**src/rtl/mul_arb_pkg.sv**
```systemverilog
// Shared types and widths for the multiplier-sharing arbiter.
package mul_arb_pkg;

  localparam int unsigned OPW  = 64;
  localparam int unsigned RESW = 128;

  typedef enum logic [2:0] {
    IDLE,
    START,
    WAIT,
    RESP,
    CLEAR
  } state_e;

endpackage

```
**src/rtl/mul_share_arbiter_if.sv**
```systemverilog
// Requester/response bundle between client datapaths and mul_share_arbiter.
interface mul_share_arbiter_if #(
  parameter int unsigned NREQ = 4,
  parameter int unsigned IDW  = 2
);
  import mul_arb_pkg::*;

  logic [NREQ-1:0]     req_valid;
  logic [NREQ-1:0]     req_ready;
  logic [NREQ*OPW-1:0] req_a;
  logic [NREQ*OPW-1:0] req_b;
  logic                rsp_valid;
  logic                rsp_ready;
  logic [IDW-1:0]      rsp_id;
  logic [RESW-1:0]     rsp_result;
  logic                rsp_err;

  modport master (
    output req_valid, req_a, req_b, rsp_ready,
    input  req_ready, rsp_valid, rsp_id, rsp_result, rsp_err
  );

  modport slave (
    input  req_valid, req_a, req_b, rsp_ready,
    output req_ready, rsp_valid, rsp_id, rsp_result, rsp_err
  );

endinterface

```
**src/rtl/mul_rr_pick.sv**
```systemverilog
// Combinational round-robin selector: first valid requester after rr_last, wrapping.
module mul_rr_pick #(
  parameter int unsigned NREQ = 4,
  parameter int unsigned IDW  = 2
) (
  input  logic [NREQ-1:0] req_valid_i,
  input  logic [IDW-1:0]  rr_last_i,
  output logic [NREQ-1:0] grant_oh_c_o,
  output logic [IDW-1:0]  grant_idx_c_o,
  output logic            any_c_o
);

  always_comb begin
    grant_oh_c_o  = '0;
    grant_idx_c_o = '0;
    any_c_o       = 1'b0;
    for (int unsigned k = 1; k <= NREQ; k++) begin
      int unsigned idx;
      idx = (32'(rr_last_i) + k) % NREQ;
      if (!any_c_o && ((req_valid_i & (NREQ'(1) << idx)) != '0)) begin
        grant_oh_c_o  = NREQ'(1) << idx;
        grant_idx_c_o = IDW'(idx);
        any_c_o       = 1'b1;
      end
    end
  end

endmodule

```
**src/rtl/mul_share_arbiter.sv**
```systemverilog
// Shares one Booth multiplier among NREQ requesters with round-robin arbitration.
// Optional watchdog on the multiplier wait: define MUL_ARB_TIMEOUT_EN.
module mul_share_arbiter
  import mul_arb_pkg::*;
#(
  parameter int unsigned NREQ    = 4,
  parameter int unsigned IDW     = 2,
  parameter int unsigned TIMEOUT = 64
) (
  input  logic                 clk,
  input  logic                 reset_n,
  mul_share_arbiter_if.slave   bus,
  output logic                 busy,
  output logic                 mul_start,
  output logic                 mul_clear,
  output logic [OPW-1:0]       mul_multiplier,
  output logic [OPW-1:0]       mul_multiplicand,
  input  logic                 mul_done,
  input  logic [RESW-1:0]      mul_result
);

  if ((32'd1 << IDW) < NREQ || TIMEOUT == 0 || TIMEOUT > 65535) begin : g_bad_param
    $error("mul_share_arbiter: IDW too narrow for NREQ or TIMEOUT out of range");
  end

  state_e          state_q;
  logic [IDW-1:0]  rr_last_q;
  logic [IDW-1:0]  gnt_idx_q;
  logic [NREQ-1:0] req_ready_q;
  logic            rsp_valid_q;
  logic [IDW-1:0]  rsp_id_q;
  logic [RESW-1:0] rsp_result_q;
  logic            busy_q;
  logic            mul_start_q;
  logic            mul_clear_q;
  logic [OPW-1:0]  mul_a_q;
  logic [OPW-1:0]  mul_b_q;

  logic [NREQ-1:0] grant_oh;
  logic [IDW-1:0]  grant_idx;
  logic            grant_any;

  mul_rr_pick #(.NREQ(NREQ), .IDW(IDW)) u_pick (
    .req_valid_i   (bus.req_valid),
    .rr_last_i     (rr_last_q),
    .grant_oh_c_o  (grant_oh),
    .grant_idx_c_o (grant_idx),
    .any_c_o       (grant_any)
  );

`ifdef MUL_ARB_TIMEOUT_EN
  logic [15:0] wait_cnt_q;
  logic        rsp_err_q;
  assign bus.rsp_err = rsp_err_q;
`else
  assign bus.rsp_err = 1'b0;
`endif

  // Sequencer: grant -> start pulse -> wait done -> respond -> clear pulse.
  always_ff @(posedge clk or negedge reset_n) begin
    if (!reset_n) begin
      state_q      <= IDLE;
      rr_last_q    <= IDW'(NREQ - 1);
      gnt_idx_q    <= '0;
      req_ready_q  <= '0;
      rsp_valid_q  <= 1'b0;
      rsp_id_q     <= '0;
      rsp_result_q <= '0;
      busy_q       <= 1'b0;
      mul_start_q  <= 1'b0;
      mul_clear_q  <= 1'b0;
      mul_a_q      <= '0;
      mul_b_q      <= '0;
`ifdef MUL_ARB_TIMEOUT_EN
      wait_cnt_q   <= '0;
      rsp_err_q    <= 1'b0;
`endif
    end else begin
      case (state_q)
        IDLE: begin
          // Ready is a one-cycle offer; an unused offer lapses and arbitration reruns.
          if (req_ready_q == '0) begin
            req_ready_q <= grant_any ? grant_oh : '0;
            gnt_idx_q   <= grant_idx;
          end else begin
            req_ready_q <= '0;
            if ((bus.req_valid & req_ready_q) != '0) begin
              mul_a_q     <= bus.req_a[32'(gnt_idx_q) * OPW +: OPW];
              mul_b_q     <= bus.req_b[32'(gnt_idx_q) * OPW +: OPW];
              rsp_id_q    <= gnt_idx_q;
              rr_last_q   <= gnt_idx_q;
              mul_start_q <= 1'b1;
              busy_q      <= 1'b1;
              state_q     <= START;
            end
          end
        end
        START: begin
          mul_start_q <= 1'b0;
`ifdef MUL_ARB_TIMEOUT_EN
          wait_cnt_q  <= '0;
`endif
          state_q     <= WAIT;
        end
        WAIT: begin
          if (mul_done) begin
            rsp_result_q <= mul_result;
            rsp_valid_q  <= 1'b1;
            state_q      <= RESP;
          end
`ifdef MUL_ARB_TIMEOUT_EN
          else if (wait_cnt_q == 16'(TIMEOUT - 1)) begin
            rsp_result_q <= '0;
            rsp_err_q    <= 1'b1;
            rsp_valid_q  <= 1'b1;
            state_q      <= RESP;
          end else begin
            wait_cnt_q <= wait_cnt_q + 16'd1;
          end
`endif
        end
        RESP: begin
          if (bus.rsp_ready) begin
            rsp_valid_q <= 1'b0;
`ifdef MUL_ARB_TIMEOUT_EN
            rsp_err_q   <= 1'b0;
`endif
            mul_clear_q <= 1'b1;
            state_q     <= CLEAR;
          end
        end
        CLEAR: begin
          mul_clear_q <= 1'b0;
          busy_q      <= 1'b0;
          state_q     <= IDLE;
        end
        default: state_q <= IDLE;
      endcase
    end
  end

  assign bus.req_ready   = req_ready_q;
  assign bus.rsp_valid   = rsp_valid_q;
  assign bus.rsp_id      = rsp_id_q;
  assign bus.rsp_result  = rsp_result_q;
  assign busy            = busy_q;
  assign mul_start       = mul_start_q;
  assign mul_clear       = mul_clear_q;
  assign mul_multiplier  = mul_a_q;
  assign mul_multiplicand = mul_b_q;

endmodule
```
**src/flat_wrapper.sv**
```systemverilog
// flat-port wrapper written by rule: the top's interface ports become plain ports
module mul_share_arbiter_flat import mul_arb_pkg::*;
#(
  parameter int unsigned NREQ    = 4,
  parameter int unsigned IDW     = 2,
  parameter int unsigned TIMEOUT = 64
)
  (clk, reset_n, busy, mul_start, mul_clear, mul_multiplier, mul_multiplicand, mul_done, mul_result, bus_req_valid, bus_req_a, bus_req_b, bus_rsp_ready, bus_req_ready, bus_rsp_valid, bus_rsp_id, bus_rsp_result, bus_rsp_err);
  mul_share_arbiter_if #(.NREQ(NREQ), .IDW(IDW)) bus_i ();
  input  logic clk;
  input  logic reset_n;
  output logic busy;
  output logic mul_start;
  output logic mul_clear;
  output logic [OPW-1:0] mul_multiplier;
  output logic [OPW-1:0] mul_multiplicand;
  input  logic mul_done;
  input  logic [RESW-1:0] mul_result;
  input wire logic [$bits(bus_i.req_valid)-1:0] bus_req_valid;
  input wire logic [$bits(bus_i.req_a)-1:0] bus_req_a;
  input wire logic [$bits(bus_i.req_b)-1:0] bus_req_b;
  input wire logic [$bits(bus_i.rsp_ready)-1:0] bus_rsp_ready;
  output wire logic [$bits(bus_i.req_ready)-1:0] bus_req_ready;
  output wire logic [$bits(bus_i.rsp_valid)-1:0] bus_rsp_valid;
  output wire logic [$bits(bus_i.rsp_id)-1:0] bus_rsp_id;
  output wire logic [$bits(bus_i.rsp_result)-1:0] bus_rsp_result;
  output wire logic [$bits(bus_i.rsp_err)-1:0] bus_rsp_err;
  assign bus_i.req_valid = bus_req_valid;
  assign bus_i.req_a = bus_req_a;
  assign bus_i.req_b = bus_req_b;
  assign bus_i.rsp_ready = bus_rsp_ready;
  assign bus_req_ready = bus_i.req_ready;
  assign bus_rsp_valid = bus_i.rsp_valid;
  assign bus_rsp_id = bus_i.rsp_id;
  assign bus_rsp_result = bus_i.rsp_result;
  assign bus_rsp_err = bus_i.rsp_err;
  mul_share_arbiter #(.NREQ(NREQ), .IDW(IDW), .TIMEOUT(TIMEOUT)) u_core (.clk(clk), .reset_n(reset_n), .bus(bus_i), .busy(busy), .mul_start(mul_start), .mul_clear(mul_clear), .mul_multiplier(mul_multiplier), .mul_multiplicand(mul_multiplicand), .mul_done(mul_done), .mul_result(mul_result));
endmodule
```
**config.mk**
```make
export PLATFORM = sky130hd
export DESIGN_NAME = mul_share_arbiter_flat
export DESIGN_NICKNAME = d
export VERILOG_FILES = /design/src/rtl/mul_arb_pkg.sv /design/src/rtl/mul_share_arbiter_if.sv /design/src/rtl/mul_rr_pick.sv /design/src/rtl/mul_share_arbiter.sv /design/src/flat_wrapper.sv
export SDC_FILE = /design/constraint.sdc
export NUM_CORES = 1
export LEC_CHECK = 0
export BUFFER_PORTS_ARGS = -buffer_cell sky130_fd_sc_hd__buf_2
export CORE_AREA = 2 2 353 355
export CTS_BUF_LIST = sky130_fd_sc_hd__clkbuf_16
export CTS_CLUSTER_SIZE = 30
export DETAILED_ROUTE_END_ITERATION = 12
export DIE_AREA = 0 0 355 357
export PLACE_DENSITY = 0.3
export SKIP_CTS_REPAIR_TIMING = 1
export SLEW_MARGIN = 20
export SYNTH_ARGS = -nofsm -noshare
export SYNTH_HDL_FRONTEND = slang
export SYNTH_SLANG_ARGS = --single-unit
```
**constraint.sdc**
```tcl
create_clock -name clk -period 5.2 [get_ports clk]
set_input_delay 0.26 -clock clk [delete_from_list [all_inputs] [get_ports clk]]
set_output_delay 0.26 -clock clk [all_outputs]
set_load 0.01 [all_outputs]
```
==> impl_metrics.env, run 1 <==
export IMPL_slew_headroom=0.2296
export IMPL_antenna_found_initial=9
export IMPL_ys_flop_type="dfrtp_1"
export IMPL_cts_buffer_depth=3
export IMPL_layout_drive_gt1_share=0.7037
export IMPL_wl_per_cell_um=20.01
export IMPL_cp_arrival_ns=3.30
export IMPL_r2r_end="u_core.mul_multiplier[15]"
export IMPL_cts_sinks=273
export IMPL_clock_latency_ns=0.58
export IMPL_worstHoldPathType="in2reg"
export IMPL_slowest_delay_ns=0.70
export IMPL_synth_area_leaders="dfrtp_1 50%, mux4_2 21%, mux2_2 18%"
export IMPL_grt_max_degree=139
export IMPL_worst_path_buf_inv=1
export IMPL_io_pins=915
export IMPL_drcViolationCount=0
export IMPL_min_from="mul_result[110]"
export IMPL_max_freq_ghz=0.3503
export IMPL_overflow=0
export IMPL_num_vias=12190
export IMPL_tightest_slew_ns=1.156
export IMPL_fp_dieW_um=355
export IMPL_die_height_um=357
export IMPL_setup_tns_ns=0
export IMPL_fin_area_mm2=0.02254
export IMPL_fin_nets=2511
export IMPL_setup_viol=0
export IMPL_rsz0062_at_grt="no"
export IMPL_ys_types=44
export IMPL_fin_ws_ns=2.345
export IMPL_critical_path_class="reg2reg"
export IMPL_r2r_start="u_core.state_q[2]"
export IMPL_grt_pass1_wl_um=95610
export IMPL_worst_hold_slack_ns=0.05541
export IMPL_numCtsBuffers=39
export IMPL_syn_nets=1482
export IMPL_std_cell_rows=129
export IMPL_ir_drop_mv=0.4794
export IMPL_regToRegSetupSlack_ns=2.34
export IMPL_crit_slowest_cell="a21oi_4"
export IMPL_cp_top_family="compound AO/OA/AOI/OAI gates"
export IMPL_h_tree_depth=2
export IMPL_path_max_fanout=83
export IMPL_period_needed_ns=2.855
export IMPL_power_density_mw_per_mm2=554.9
export IMPL_synth_top_area_frac=0.4988
export IMPL_yosysWarnings=0
export IMPL_drv_cap=0
export IMPL_finish_utilization=0.1833
export IMPL_place_ws_ns=2.292
export IMPL_synth_edf_count=0
export IMPL_drt_wl_total_um=70590
export IMPL_crit_chain="or3_1 -> a21oi_4 -> buf_12 -> mux2_2"
export IMPL_r2r_cells=4
export IMPL_dieArea_mm2=0.1267
export IMPL_grt_pass1_vias=12780
export IMPL_drv_slew=0
export IMPL_drt_first_pass_iters=5
export IMPL_syn_avg_cell_area_um2=16.40
export IMPL_start_kind="flop"
export IMPL_cp_endpoint="u_core.mul_multiplier[15]"
export IMPL_clkTransAtPathRegs_ns=0.06
export IMPL_netlist_area_mm2=0.01359
export IMPL_status="finished clean"
export IMPL_p_leak_nw=10.13
export IMPL_critPathLaunch="u_core.state_q[2]"
export IMPL_ant_nets=0
export IMPL_place_hpwl_um=56900
export IMPL_synth_yosys_seq_area_share=0.5027
export IMPL_first_iter_violations=642
export IMPL_syn2layout_area_growth_pct=65.84
export IMPL_port_buffers=913
export IMPL_avgViaCountPerCell=3.456
export IMPL_fin_crit_sh=0.5491
export IMPL_place_congestion=0.9724
export IMPL_synth_seq_cells=273
export IMPL_cp_required_ns=5.64
export IMPL_coreArea_mm2=0.1230
export IMPL_finClkSkew_ns=0.01835
export IMPL_worstSetupPathDepth=4
export IMPL_hold_path_depth=2
export IMPL_netlist_instances=829
export IMPL_hold_viol_final=0
export IMPL_start_util=0.1105
export IMPL_yosys_area_top_type="dfrtp_1"
export IMPL_place_area_mm2=0.02005
export IMPL_async_flop_share=1.000
export IMPL_track_usage=0.1051
export IMPL_root_buffer="clkbuf_16"
export IMPL_end_kind="flop"
export IMPL_cts_tree="yes"
## registers in the layout, indices dropped and copies added, names as in the netlist
signal                   cells
u_core.bus.rsp_result      128
u_core.state_q               3
u_core.mul_clear             1
u_core.bus.req_ready         4
u_core.bus.rsp_id            2
u_core.bus.rsp_valid         1
u_core.busy                  1
u_core.rr_last_q             2
u_core.mul_multiplicand     64
u_core.mul_multiplier       64
u_core.mul_start             1
u_core.gnt_idx_q             2
## cells in the final DEF, fill, tap and decap left out, types with 3 or more instances in the layout
master | netlist | final
buf_12 | 0 | 6
clkinvlp_4 | 0 | 3
nor3_1 | 4 | 3
mux2_2 | 213 | 213
a2111oi_0 | 3 | 3
clkinv_2 | 0 | 5
clkbuf_16 | 0 | 40
a21oi_1 | 9 | 9
buf_2 | 32 | 912
a221o_1 | 3 | 3
buf_4 | 2 | 5
dlygate4sd3_1 | 0 | 129
a22o_1 | 4 | 4
clkinv_1 | 0 | 11
nand2_1 | 15 | 15
diode_2 | 0 | 7
dfrtp_1 | 271 | 269
inv_1 | 8 | 12
nor2_1 | 10 | 10
o21ai_0 | 12 | 12
ha_1 | 5 | 5
a22oi_1 | 6 | 6
mux4_2 | 128 | 128
a211oi_1 | 3 | 3
mux2_1 | 43 | 43
## routing by layer
metal	wire length (um)	global-route usage	up-vias	share of wire
met2	35950	0.1839	527	0.51
met1	25950	0.1160	6263	0.37
met4	1787	0.03246	8	0.025
li1	-	-	5299	-
met5	47	0	-	0.00067
met3	6863	0.04235	92	0.097
## Yosys cell counts (4+ instances only)
| cell | number |
|---|---|
| a22oi_1 | 6 |
| o21ai_0 | 12 |
| a22o_1 | 4 |
| mux2_2 | 213 |
| nor2_1 | 10 |
| clkbuf_1 | 24 |
| mux2_1 | 43 |
| nor3_1 | 4 |
| dfrtp_1 | 271 |
| buf_2 | 32 |
| a21oi_1 | 9 |
| inv_1 | 8 |
| ha_1 | 5 |
| mux4_2 | 128 |
| nand2_1 | 15 |
| buf_6 | 5 |
## power breakdown
group,internal [mW],switching (mW),leakage [nW]
sequential,3.22,0.864,3.24
combinational,3.03,2.91,6.31
clock,1.44,1.05,0.577
## worst min path at each step
stage,slack [ns],to
final,0.06,u_core.bus.rsp_result[110]
after global placement,0.33,u_core.bus.rsp_result[31]
after CTS,-0.35,u_core.bus.rsp_result[31]
after floorplan,-0.04,u_core.bus.req_ready[0]
after detailed placement,0.31,u_core.bus.rsp_result[31]
after global routing,0.01,u_core.bus.rsp_result[110]
## metrics by stage
stage	power, mW	cells
CTS	12.82	3390
detailed placement	10.15	3324
global route	13.39	3520
finish	12.51	3527
global placement	10.13	3324
floorplan	7.366	829
## cell families (layout without fill, tap and decap cells)
logic type / after synthesis / in the layout / share of synthesized area
multiplexers: 384 / 384 / 0.4241
flip-flops: 273 / 273 / 0.5027
buffers and inverters: 74 / 1128 / 0.02752
AO/OA/AOI/OAI: 52 / 52 / 0.02706
AND/OR/NAND/NOR: 40 / 40 / 0.01371
adder cells (fa/ha/maj): 5 / 5 / 0.004602
other: 1 / 8 / 0.0002759
## layout make-up
type                    count  area, um^2
repair buffers           1054        6056
multi-input cells         482        6391
clock inverters            26       158.9
fillers                 13670      100400
well taps                1637        2048
inverters                   8       30.03
diodes                      7       17.52
clock buffers              40        1001
flip-flops and latches    273        6842
Power figures use the tool's default switching activity.
==> inputs of run 2 (changes only) <==
- CORE_AREA: 2 2 353 355 -> 2 2 355 357
- DIE_AREA: 0 0 355 357 -> 0 0 357 359
- clock period: 5.2 -> 2.5 ns (I/O delays scaled with it)
==> impl_metrics.env, run 2 (synthesis results as in run 1) <==
export IMPL_start_util=0.1091
export IMPL_grt_pass1_wl_um=97940
export IMPL_start_kind="flop"
export IMPL_cts_buffer_depth=3
export IMPL_finish_utilization=0.1999
export IMPL_num_vias=13010
export IMPL_clkTransAtPathRegs_ns=0.06
export IMPL_fp_dieW_um=357
export IMPL_critical_path_class="reg2reg"
export IMPL_cp_arrival_ns=2.83
export IMPL_tightest_slew_ns=0.7315
export IMPL_wl_per_cell_um=19.38
export IMPL_port_buffers=913
export IMPL_grt_pass1_vias=12880
export IMPL_layout_commonest_cell="buf_2"
export IMPL_drv_cap=0
export IMPL_period_needed_ns=2.378
export IMPL_place_congestion=0.9215
export IMPL_fin_nets=2749
export IMPL_multi_input_area_mm2=0.006395
export IMPL_clock_latency_ns=0.57
export IMPL_layout_drive_gt1_share=0.6480
export IMPL_fin_ws_ns=0.1216
export IMPL_first_iter_violations=670
export IMPL_root_buffer="clkbuf_16"
export IMPL_ant_nets=0
export IMPL_slowest_delay_ns=0.80
export IMPL_path_max_fanout=20
export IMPL_die_height_um=359
export IMPL_drv_slew=0
export IMPL_fin_crit_sh=0.9514
export IMPL_avgViaCountPerCell=3.448
export IMPL_place_ws_ns=0.1305
export IMPL_coreArea_mm2=0.1246
export IMPL_ir_drop_mv=0.4511
export IMPL_overflow=0
export IMPL_crit_slowest_cell="dfrtp_4"
export IMPL_cts_sinks=273
export IMPL_status="finished clean"
export IMPL_cts_tree="yes"
export IMPL_end_kind="flop"
export IMPL_crit_chain="mux4_2 -> dlygate4sd3_1 -> mux2_1"
export IMPL_numCtsBuffers=38
export IMPL_worstHoldPathType="in2reg"
export IMPL_max_freq_ghz=0.4205
export IMPL_finClkSkew_ns=0.01126
export IMPL_dieArea_mm2=0.1282
export IMPL_seqCellArea_mm2=0.006842
export IMPL_nFillCells=13730
export IMPL_final_cell_mix="912 x buf_2, 320 x dlygate4sd3_1, 269 x dfrtp_1"
export IMPL_std_cell_rows=130
export IMPL_syn2layout_area_growth_pct=83.20
export IMPL_antenna_found_initial=13
export IMPL_io_pins=915
export IMPL_drcViolationCount=0
export IMPL_setup_viol=0
export IMPL_h_tree_depth=2
export IMPL_place_hpwl_um=59550
export IMPL_cp_required_ns=2.95
export IMPL_track_usage=0.1073
export IMPL_p_leak_nw=11.20
export IMPL_slew_headroom=0.5123
export IMPL_grt_max_degree=73
export IMPL_drt_wl_total_um=73160
export IMPL_hold_viol_final=0
export IMPL_power_density_mw_per_mm2=1077
export IMPL_largest_reg_flops=128
export IMPL_drt_first_pass_iters=5
[run 2: cell types whose count changed in the layout (fill, tap and decap cells not counted), moves of 2 or more]
| cell | delta |
|---|---|
| clkinv_1 | -3 |
| buf_4 | +42 |
| inv_1 | +2 |
| diode_2 | -5 |
| buf_12 | +7 |
| dlygate4sd3_1 | +191 |
[run 2: final cells by class]
| type | count | area share |
|---|---|---|
| Antenna cell | 2 | 0.0002010 |
| Inverter | 8 | 0.001206 |
| Sequential cell | 273 | 0.2747 |
| Tap cell | 1650 | 0.08289 |
| Timing Repair Buffer | 1293 | 0.3371 |
| Clock buffer | 39 | 0.03919 |
| Clock inverter | 27 | 0.007938 |
| Multi-Input combinational cell | 482 | 0.2568 |
[run 2: worst paths after layout]
path                                                to                         from  slack (ns)  cells after the start
min reg2reg                u_core.mul_multiplicand[25]  u_core.mul_multiplicand[25]        0.48                      1
max reg2reg                u_core.mul_multiplicand[41]          u_core.gnt_idx_q[0]        0.12                      3
min                        u_core.mul_multiplicand[18]               bus_req_b[146]        0.02                      3
max in group asynchronous    u_core.bus.rsp_result[79]                      reset_n        1.54                      3
min in group asynchronous  u_core.mul_multiplicand[21]                      reset_n        0.18                      2
max                        u_core.mul_multiplicand[41]          u_core.gnt_idx_q[0]        0.12                      3
[run 2: critical path: cells and delay by family (launching register included)]
family	cells	cell delay, ns
mux	2	0.87
buf+inv	1	0.58
flops	1	0.80
[run 2: per-stage QoR]
step / area (um^2) / TNS, ns / power [mW] / std cells / hold WS (ns)
floorplan: 13590 / 0 / 15.32 / 829 / -0.1706
global placement: 20510 / 0 / 21.55 / 3385 / 0.2125
detailed placement: 20510 / 0 / 21.60 / 3385 / 0.2053
CTS: 21690 / 0 / 27.15 / 3451 / -0.4474
global route: 24900 / -0.01995 / 28.75 / 3772 / -0.002826
finish: 24910 / 0 / 26.82 / 3774 / 0.01925
[run 2: routing by layer]
metal	part of all wire	global-route usage
met3	0.084	0.03472
met5	0.00037	0
met1	0.39	0.1239
met4	0.029	0.03641
met2	0.50	0.1852
[run 2: power breakdown]
part / internal (mW) / switching (mW) / leakage (nW)
logic: 6.91 / 6.47 / 7.37
registers: 6.71 / 1.50 / 3.24
clock network: 3.03 / 2.20 / 0.591
==> inputs of run 3 (changes only) <==
- SETUP_SLACK_MARGIN: not set -> 0.15
- SKIP_CTS_REPAIR_TIMING: 1 -> not set
==> impl_metrics.env, run 3 (synthesis results as in run 1) <==
export IMPL_status="finished clean"
export IMPL_largest_reg_flops=128
export IMPL_drv_slew=0
export IMPL_total_power_mw=27.25
export IMPL_num_vias=13940
export IMPL_worst_path_buf_inv=2
export IMPL_syn2layout_area_growth_pct=100.1
export IMPL_grt_pass1_wl_um=106900
export IMPL_hold_viol_final=0
export IMPL_crit_slowest_cell="dfstp_2"
export IMPL_final_cell_mix="912 x buf_2, 545 x dlygate4sd3_1, 269 x dfrtp_1"
export IMPL_n_antenna_cell=0
export IMPL_finClkSkew_ns=0.01137
export IMPL_ir_drop_mv=0.4701
export IMPL_avgViaCountPerCell=3.484
export IMPL_place_area_mm2=0.02051
export IMPL_r2r_cells=8
export IMPL_setup_tns_ns=0
export IMPL_p_comb_frac=0.508
export IMPL_finish_utilization=0.2184
export IMPL_slowest_delay_ns=0.58
export IMPL_tightest_slew_ns=0.7353
export IMPL_cts_buffer_depth=3
export IMPL_rsz0062_at_grt="yes"
export IMPL_end_kind="flop"
export IMPL_die_height_um=359
export IMPL_p_sw_mw=10.31
export IMPL_overflow=0
export IMPL_p_seq_frac=0.300
export IMPL_drcViolationCount=0
export IMPL_dieArea_mm2=0.1282
export IMPL_fin_area_mm2=0.02721
export IMPL_r2r_start="u_core.rr_last_q[0]"
export IMPL_intPower_mw=16.94
export IMPL_cp_top_family="compound AO/OA/AOI/OAI gates"
export IMPL_grt_pass1_vias=15600
export IMPL_worstHoldPathType="in2reg"
export IMPL_antenna_found_initial=14
export IMPL_track_usage=0.1139
export IMPL_drt_first_pass_iters=5
export IMPL_place_hpwl_um=59550
export IMPL_cp_arrival_ns=2.73
export IMPL_layout_drive_gt1_share=0.5891
export IMPL_crit_chain="inv_2 -> ha_1 -> buf_4 -> a22o_4 -> or2_4 -> a221o_1 -> a22oi_2 -> o21ai_1"
export IMPL_pwr_share_clk=0.192
export IMPL_hold_path_depth=3
export IMPL_clkTransAtPathRegs_ns=0.06
export IMPL_p_leak_nw=12.16
export IMPL_max_freq_ghz=0.4399
export IMPL_ant_nets=0
export IMPL_layout_commonest_cell="buf_2"
export IMPL_fin_nets=2978
export IMPL_start_util=0.1091
export IMPL_cts_sinks=273
export IMPL_clock_latency_ns=0.57
export IMPL_holdPathEnd="u_core.mul_multiplicand[16]"
export IMPL_drv_cap=0
export IMPL_period_needed_ns=2.273
export IMPL_slew_headroom=0.5098
export IMPL_cts_tree="yes"
export IMPL_regToRegSetupSlack_ns=0.23
export IMPL_wl_per_cell_um=18.93
export IMPL_drt_wl_total_um=75740
export IMPL_start_kind="flop"
export IMPL_root_buffer="clkbuf_16"
export IMPL_setup_viol=0
export IMPL_port_buffers=913
export IMPL_min_from="bus_req_b[16]"
export IMPL_r2r_end="u_core.bus.req_ready[3]"
export IMPL_std_cell_rows=130
export IMPL_first_iter_violations=515
export IMPL_path_max_fanout=7
export IMPL_fin_crit_sh=0.9093
export IMPL_fp_dieW_um=357
export IMPL_critical_path_class="reg2reg"
export IMPL_numCtsBuffers=38
export IMPL_h_tree_depth=2
export IMPL_switching_share=0.3784
export IMPL_power_density_mw_per_mm2=1002
export IMPL_coreArea_mm2=0.1246
export IMPL_io_pins=915
export IMPL_grt_max_degree=73
export IMPL_worst_hold_slack_ns=0.04385
export IMPL_place_congestion=0.9215
export IMPL_cp_required_ns=2.96
## run 3: worst max path at each step
stage / from / endpoint / slack [ns] / cells past startpoint
global route: u_core.rr_last_q[0] / u_core.bus.req_ready[2] / 0.11 / 9
floorplan: u_core.rr_last_q[0] / u_core.bus.req_ready[3] / 0.26 / 9
finish: u_core.rr_last_q[0] / u_core.bus.req_ready[3] / 0.23 / 8
detailed placement: u_core.rr_last_q[0] / u_core.bus.req_ready[3] / 0.13 / 8
CTS: u_core.rr_last_q[0] / u_core.bus.req_ready[3] / 0.18 / 8
global placement: u_core.rr_last_q[0] / u_core.bus.req_ready[0] / 0.15 / 8
## run 3: power groups by stage
stage	Clock (mW)	Sequential [mW]	Combinational, mW
floorplan	0	8.86	6.46
global placement	0	8.28	13.3
detailed placement	0	8.31	13.3
CTS	5.55	8.27	14.0
global route	5.70	8.60	14.9
finish	5.23	8.19	13.8
## run 3: timing repair
item	in CTS	in global routing
pin swaps	0	2
hold buffers	545	0
buffers inserted	0	5
hold endpoints to repair	314	0
resized for setup	1	7
setup endpoints to repair	1	6
## run 3: worst register-to-register path: stages (launching register included)
cell and delay, ns:
dfstp_2 0.58, inv_2 0.07, ha_1 0.21, buf_4 0.17, a22o_4 0.27, or2_4 0.26, a221o_1 0.37, a22oi_2 0.16
o21ai_1 0.08
## run 3: area by class of cell
class	instances	area, um^2
Clock buffer	39	975.9
Timing Repair Buffer	1522	10680
Inverter	8	30.03
Tap cell	1650	2064
Clock inverter	27	197.7
Sequential cell	273	6842
Multi-Input combinational cell	482	6419
Fill cell	13520	97390
## run 3: layer usage
layer	global-route usage	wire, um
met1	0.1321	29600
met4	0.03897	2278
met2	0.2006	38090
met5	0	30
met3	0.03025	5747
## run 3: metrics by stage
stage | setup slack (ns) | cells
6_report | 0.2267 | 4001
5_1_grt | 0.1125 | 4001
4_1_cts | 0.1843 | 3996
3_5_place_dp | 0.1305 | 3385
3_3_place_gp | 0.1461 | 3385
2_1_floorplan | 0.2626 | 829
